[src/rtl/hamming_serial_feeder.sv]
// Driver for a bit-serial Hamming distance accumulator. It takes in a word pair, clears the
// accumulator, streams the bits LSB first, then captures and returns the distance.
// Optional popcount cross-check of the accumulator result: define SELF_CHECK_EN.
//
// state  | meaning
// -------+------------------------------------------------------------
// IDLE   | in_ready high, waiting for a word pair
// CLEAR  | one-cycle acc_clr pulse to the accumulator
// STREAM | N cycles, one garbler/evaluator bit per cycle, LSB first
// HOLD   | res_valid high until the consumer takes res_dist
module hamming_serial_feeder #(
  parameter int N = 16,
  localparam int W = $clog2(N + 1)
) (
  input  logic         clk,
  input  logic         rst,
  input  logic         in_valid,
  output logic         in_ready,
  input  logic [N-1:0] g_word,
  input  logic [N-1:0] e_word,
  output logic         acc_clr,
  output logic         g_bit,
  output logic         e_bit,
  input  logic [W-1:0] acc_o,
  output logic         res_valid,
  input  logic         res_ready,
  output logic [W-1:0] res_dist,
  output logic         err
);

  localparam int IW = $clog2(N);
  localparam logic [IW-1:0] LAST_IDX = IW'(N - 1);

  typedef enum logic [1:0] {IDLE, CLEAR, STREAM, HOLD} state_t;

  state_t        state;
  logic [IW-1:0] idx;
  logic [N-1:0]  g_q;
  logic [N-1:0]  e_q;
  logic          accept;
  logic          capture;

  assign accept  = (state == IDLE) && in_valid && in_ready;
  assign capture = (state == STREAM) && (idx == LAST_IDX);

  // in_ready is registered, so it reads low while reset is asserted and for one
  // cycle after reset is released.
  always_ff @(posedge clk or negedge rst) begin
    if (!rst) begin
      state     <= IDLE;
      idx       <= '0;
      g_q       <= '0;
      e_q       <= '0;
      in_ready  <= 1'b0;
      acc_clr   <= 1'b0;
      g_bit     <= 1'b0;
      e_bit     <= 1'b0;
      res_valid <= 1'b0;
      res_dist  <= '0;
    end else begin
      case (state)
        IDLE: begin
          in_ready <= 1'b1;
          if (accept) begin
            g_q      <= g_word;
            e_q      <= e_word;
            in_ready <= 1'b0;
            acc_clr  <= 1'b1;
            state    <= CLEAR;
          end
        end
        CLEAR: begin
          acc_clr <= 1'b0;
          idx     <= '0;
          g_bit   <= g_q[0];
          e_bit   <= e_q[0];
          state   <= STREAM;
        end
        STREAM: begin
          if (capture) begin
            res_dist  <= acc_o;
            res_valid <= 1'b1;
            g_bit     <= 1'b0;
            e_bit     <= 1'b0;
            state     <= HOLD;
          end else begin
            idx   <= idx + IW'(1);
            g_bit <= g_q[idx + IW'(1)];
            e_bit <= e_q[idx + IW'(1)];
          end
        end
        HOLD: begin
          if (res_ready) begin
            res_valid <= 1'b0;
            in_ready  <= 1'b1;
            state     <= IDLE;
          end
        end
        default: state <= IDLE;
      endcase
    end
  end

`ifdef SELF_CHECK_EN
  function automatic logic [W-1:0] popcount(input logic [N-1:0] x);
    logic [W-1:0] c;
    c = '0;
    for (int i = 0; i < N; i++) c = c + W'(x[i]);
    return c;
  endfunction

  logic [W-1:0] ref_q;

  always_ff @(posedge clk or negedge rst) begin
    if (!rst) begin
      ref_q <= '0;
      err   <= 1'b0;
    end else begin
      if (accept) ref_q <= popcount(g_word ^ e_word);
      if (capture && (acc_o != ref_q)) err <= 1'b1;
    end
  end
`else
  assign err = 1'b0;
`endif

endmodule

[config.mk]
export PLATFORM = sky130hd
export DESIGN_NAME = hamming_serial_feeder
export DESIGN_NICKNAME = d
export VERILOG_FILES = /design/src/rtl/hamming_serial_feeder.sv
export SDC_FILE = /design/constraint.sdc
export NUM_CORES = 1
export LEC_CHECK = 0
export BUFFER_PORTS_ARGS = -buffer_cell sky130_fd_sc_hd__buf_2
export CORE_ASPECT_RATIO = 0.9
export CORE_MARGIN = 2
export CORE_UTILIZATION = 48
export DETAILED_ROUTE_END_ITERATION = 12
export PLACE_DENSITY = 0.8
export REMOVE_ABC_BUFFERS = 1
export SKIP_LAST_GASP = 1
export SLEW_MARGIN = 5
export SYNTH_ARGS = -nofsm -noshare
export SYNTH_HDL_FRONTEND = slang
export SYNTH_SLANG_ARGS = --single-unit
[constraint.sdc]
create_clock -name clk -period 2 [get_ports clk]
set_input_delay 0 -clock clk [delete_from_list [all_inputs] [get_ports clk]]
set_output_delay 0 -clock clk [all_outputs]
set_load 0.02 [all_outputs]
==> impl_metrics.env <==
export IMPL_outcome="finished clean"
export IMPL_grt_pass1_vias=1745
export IMPL_async_reset_ff_frac=1.000
export IMPL_clk_latency_ns=0.30
export IMPL_cp_start_kind="flip-flop"
export IMPL_synth_top_area_cell="dfrtp_1"
export IMPL_worstPathMaxFanout=6
export IMPL_worst_path_max_delay_cell="dfrtp_1"
export IMPL_p_per_area_nw_per_um2=1332
export IMPL_fp_dieArea_um2=5400
export IMPL_worst_setup_path_end_kind="flip-flop"
export IMPL_clkSlewWorstSetupHoldPaths_ns=0.09
export IMPL_n_antenna_cell=0
export IMPL_ys_top_cells_by_area="dfrtp_1 52%, mux2_2 19%, mux4_1 7.9%"
export IMPL_cts_buffers=5
export IMPL_max_stage_delay_ns=0.44
export IMPL_crit_start="idx[1]$_DFFE_PN0P_"
export IMPL_initial_core_util=0.5096
export IMPL_synth_commonest_cells="48 x dfrtp_1, 39 x mux2_2, 8 x a21oi_1"
export IMPL_place_gp_congestion=0.7636
export IMPL_htree_num_levels=2
export IMPL_design_core_area_um2=4547
export IMPL_fmaxAchievable_ghz=0.5136
export IMPL_ys_warn_count=0
export IMPL_netlist_area_um2=2317
export IMPL_vdd_drop_max_uv=814.2
export IMPL_cp_cell_sequence="ha_2 -> mux4_1 -> mux2_4 -> a31oi_1 -> a21oi_1"
export IMPL_dp_hpwl_um=3171
export IMPL_antenna_left=0
export IMPL_final_nets=307
export IMPL_hp_class="in2reg"
export IMPL_use_met2=0.3420
export IMPL_via_count=1671
export IMPL_nFillCells=324
export IMPL_ys_types=34
export IMPL_synth_edf_count=0
export IMPL_grt_first_pass_wirelength_um=8424
export IMPL_reg2reg_from="idx[1]$_DFFE_PN0P_"
export IMPL_grt_use_total=0.2013
export IMPL_use_met1=0.2545
export IMPL_critPathRequiredTime_ns=2.18
export IMPL_ys_ff_latch=48
export IMPL_port_buffers=50
export IMPL_grtUsageMet3=0.04651
export IMPL_syn_inst=166
export IMPL_crit_type="reg2reg"
export IMPL_post_cts_buffers=0
export IMPL_dr_pass1_iters=5
export IMPL_crit_arrival_ns=2.12
export IMPL_hold_slack_ns=0.03837
export IMPL_finalHoldViolCount=0
export IMPL_synth_top_area_frac=0.5184
export IMPL_antenna_found_initial=0
export IMPL_fin_crit_ns=1.947
export IMPL_skew_ns=0.007497
export IMPL_hp_start="res_ready"
export IMPL_via_per_inst=5.157
export IMPL_drc=0
export IMPL_rows=23
export IMPL_boundaryPins=52
export IMPL_grt_ovfl_total=0
export IMPL_cts_root_buf="clkbuf_8"
export IMPL_routed_wl_um=5033
export IMPL_die_h_um=69.92
export IMPL_maxSlewViolCount=0
export IMPL_drt_iter0_markers=101
export IMPL_p_total_mw=4.179
export IMPL_clock_sinks=48
export IMPL_synth_avg_cell_area_um2=13.96
export IMPL_synth_ff_type="dfrtp_1"
export IMPL_wl_per_cell_um=15.53
export IMPL_finalCritPeriodShare=0.9735
export IMPL_setup_violations=0
export IMPL_p_leak_nw=1.444
export IMPL_seq_area_frac_synth=0.5184
export IMPL_cts_buffer_depth=2
export IMPL_dieWidth_um=77.24
export IMPL_cts_tree="yes"
export IMPL_yosysMostFrequentCell="dfrtp_1"
export IMPL_drive_gt1_frac=0.4198
export IMPL_area_delta_synth_final_pct=35.37
export IMPL_busiest_layer="met2"
export IMPL_rsz0062_at_grt="false"
export IMPL_grt_max_degree=29
export IMPL_max_cap_viol_count=0
## per-stage QoR
step	setup TNS (ns)	area (µm²)	worst slack [ns]	cells	utilization
2_1_floorplan	-6.714	2246	-0.3786	156	-
3_3_place_gp	0	2654	0.1962	277	0.5837
3_5_place_dp	0	2654	0.1682	277	0.5837
4_1_cts	0	3134	0.1118	324	0.6893
5_1_grt	0	3137	0.009229	324	0.6899
6_report	0	3137	0.05305	324	0.6899
## report_power, final
| part | leakage (nW) | switching [mW] | internal (mW) |
|---|---|---|---|
| Combinational | 0.825 | 0.796 | 1.13 |
| Clock | 0.0455 | 0.309 | 0.282 |
| Sequential | 0.573 | 0.261 | 1.40 |
| Total | 1.44 | 1.37 | 2.81 |
## worst max-delay path, delay by kind of cell (launching register included)
family                     cells  cell delay, ns
adders and majority gates      1            0.42
muxes                          2            0.61
DFF                            1            0.44
AOI/OAI and AO/OA              2            0.35
## state kept, by name (all words and copies together), names as in the netlist
name,flops
e_q,16
g_q,16
res_dist,5
idx,4
state,2
acc_clr,1
e_bit,1
g_bit,1
in_ready,1
res_valid,1
## area by class of cell
class	instances	area, µm²	share of cell area
clock buffers	8	90.09	0.02872
inverters	5	18.77	0.005983
multi-input cells	103	1028	0.3279
flip-flops and latches	48	1201	0.3829
well taps	62	77.57	0.02473
repair buffers	98	720.7	0.2298
## worst paths after layout
path / depth (start not counted) / to / slack [ns]
min in group asynchronous: 2 / e_q[6]$_DFFE_PN0P_ / 0.06
min reg2reg: 1 / e_q[7]$_DFFE_PN0P_ / 0.51
max reg2reg: 5 / g_bit$_DFFE_PN0P_ / 0.05
min: 3 / in_ready$_DFFE_PN0P_ / 0.04
max in group asynchronous: 3 / e_q[15]$_DFFE_PN0P_ / 1.45
max: 5 / g_bit$_DFFE_PN0P_ / 0.05
## repair_timing
item	4_1_cts	5_1_grt
setup endpoints to repair	0	1
gates resized for setup	0	1
hold endpoints to repair	86	0
hold buffers	39	0
## logic make-up (layout without fill, tap and decap cells)
family | Yosys count | in the layout | share of synthesized area
fa+ha+maj | 5 | 5 | 0.02700
flops | 48 | 48 | 0.5184
xor+xnor | 2 | 2 | 0.007561
mux | 50 | 50 | 0.2937
other cells | 1 | 1 | 0.001618
simple gates | 21 | 21 | 0.04536
compound gates | 24 | 24 | 0.06750
buf+inv | 15 | 111 | 0.03887
## metal layers
layer	share of wire	routed length [µm]
met4	0.015	78
met2	0.51	2565
met1	0.44	2231
met3	0.031	157
met5	0	0
## cells in the final DEF (no fill, tap or decap), drive strengths merged, types with 4 or more instances in the layout
master       synthesis  final
ha                   5      5
nand2                5      5
dfrtp               48     48
o21ai                4      4
inv                  5      5
a21oi                8      8
buf                  6     59
nor2                 4      4
mux2                40     40
nand3                4      4
mux4                 8      8
dlygate4sd3          0     39
clkbuf               4      8
(Power assumes the default switching activity.)
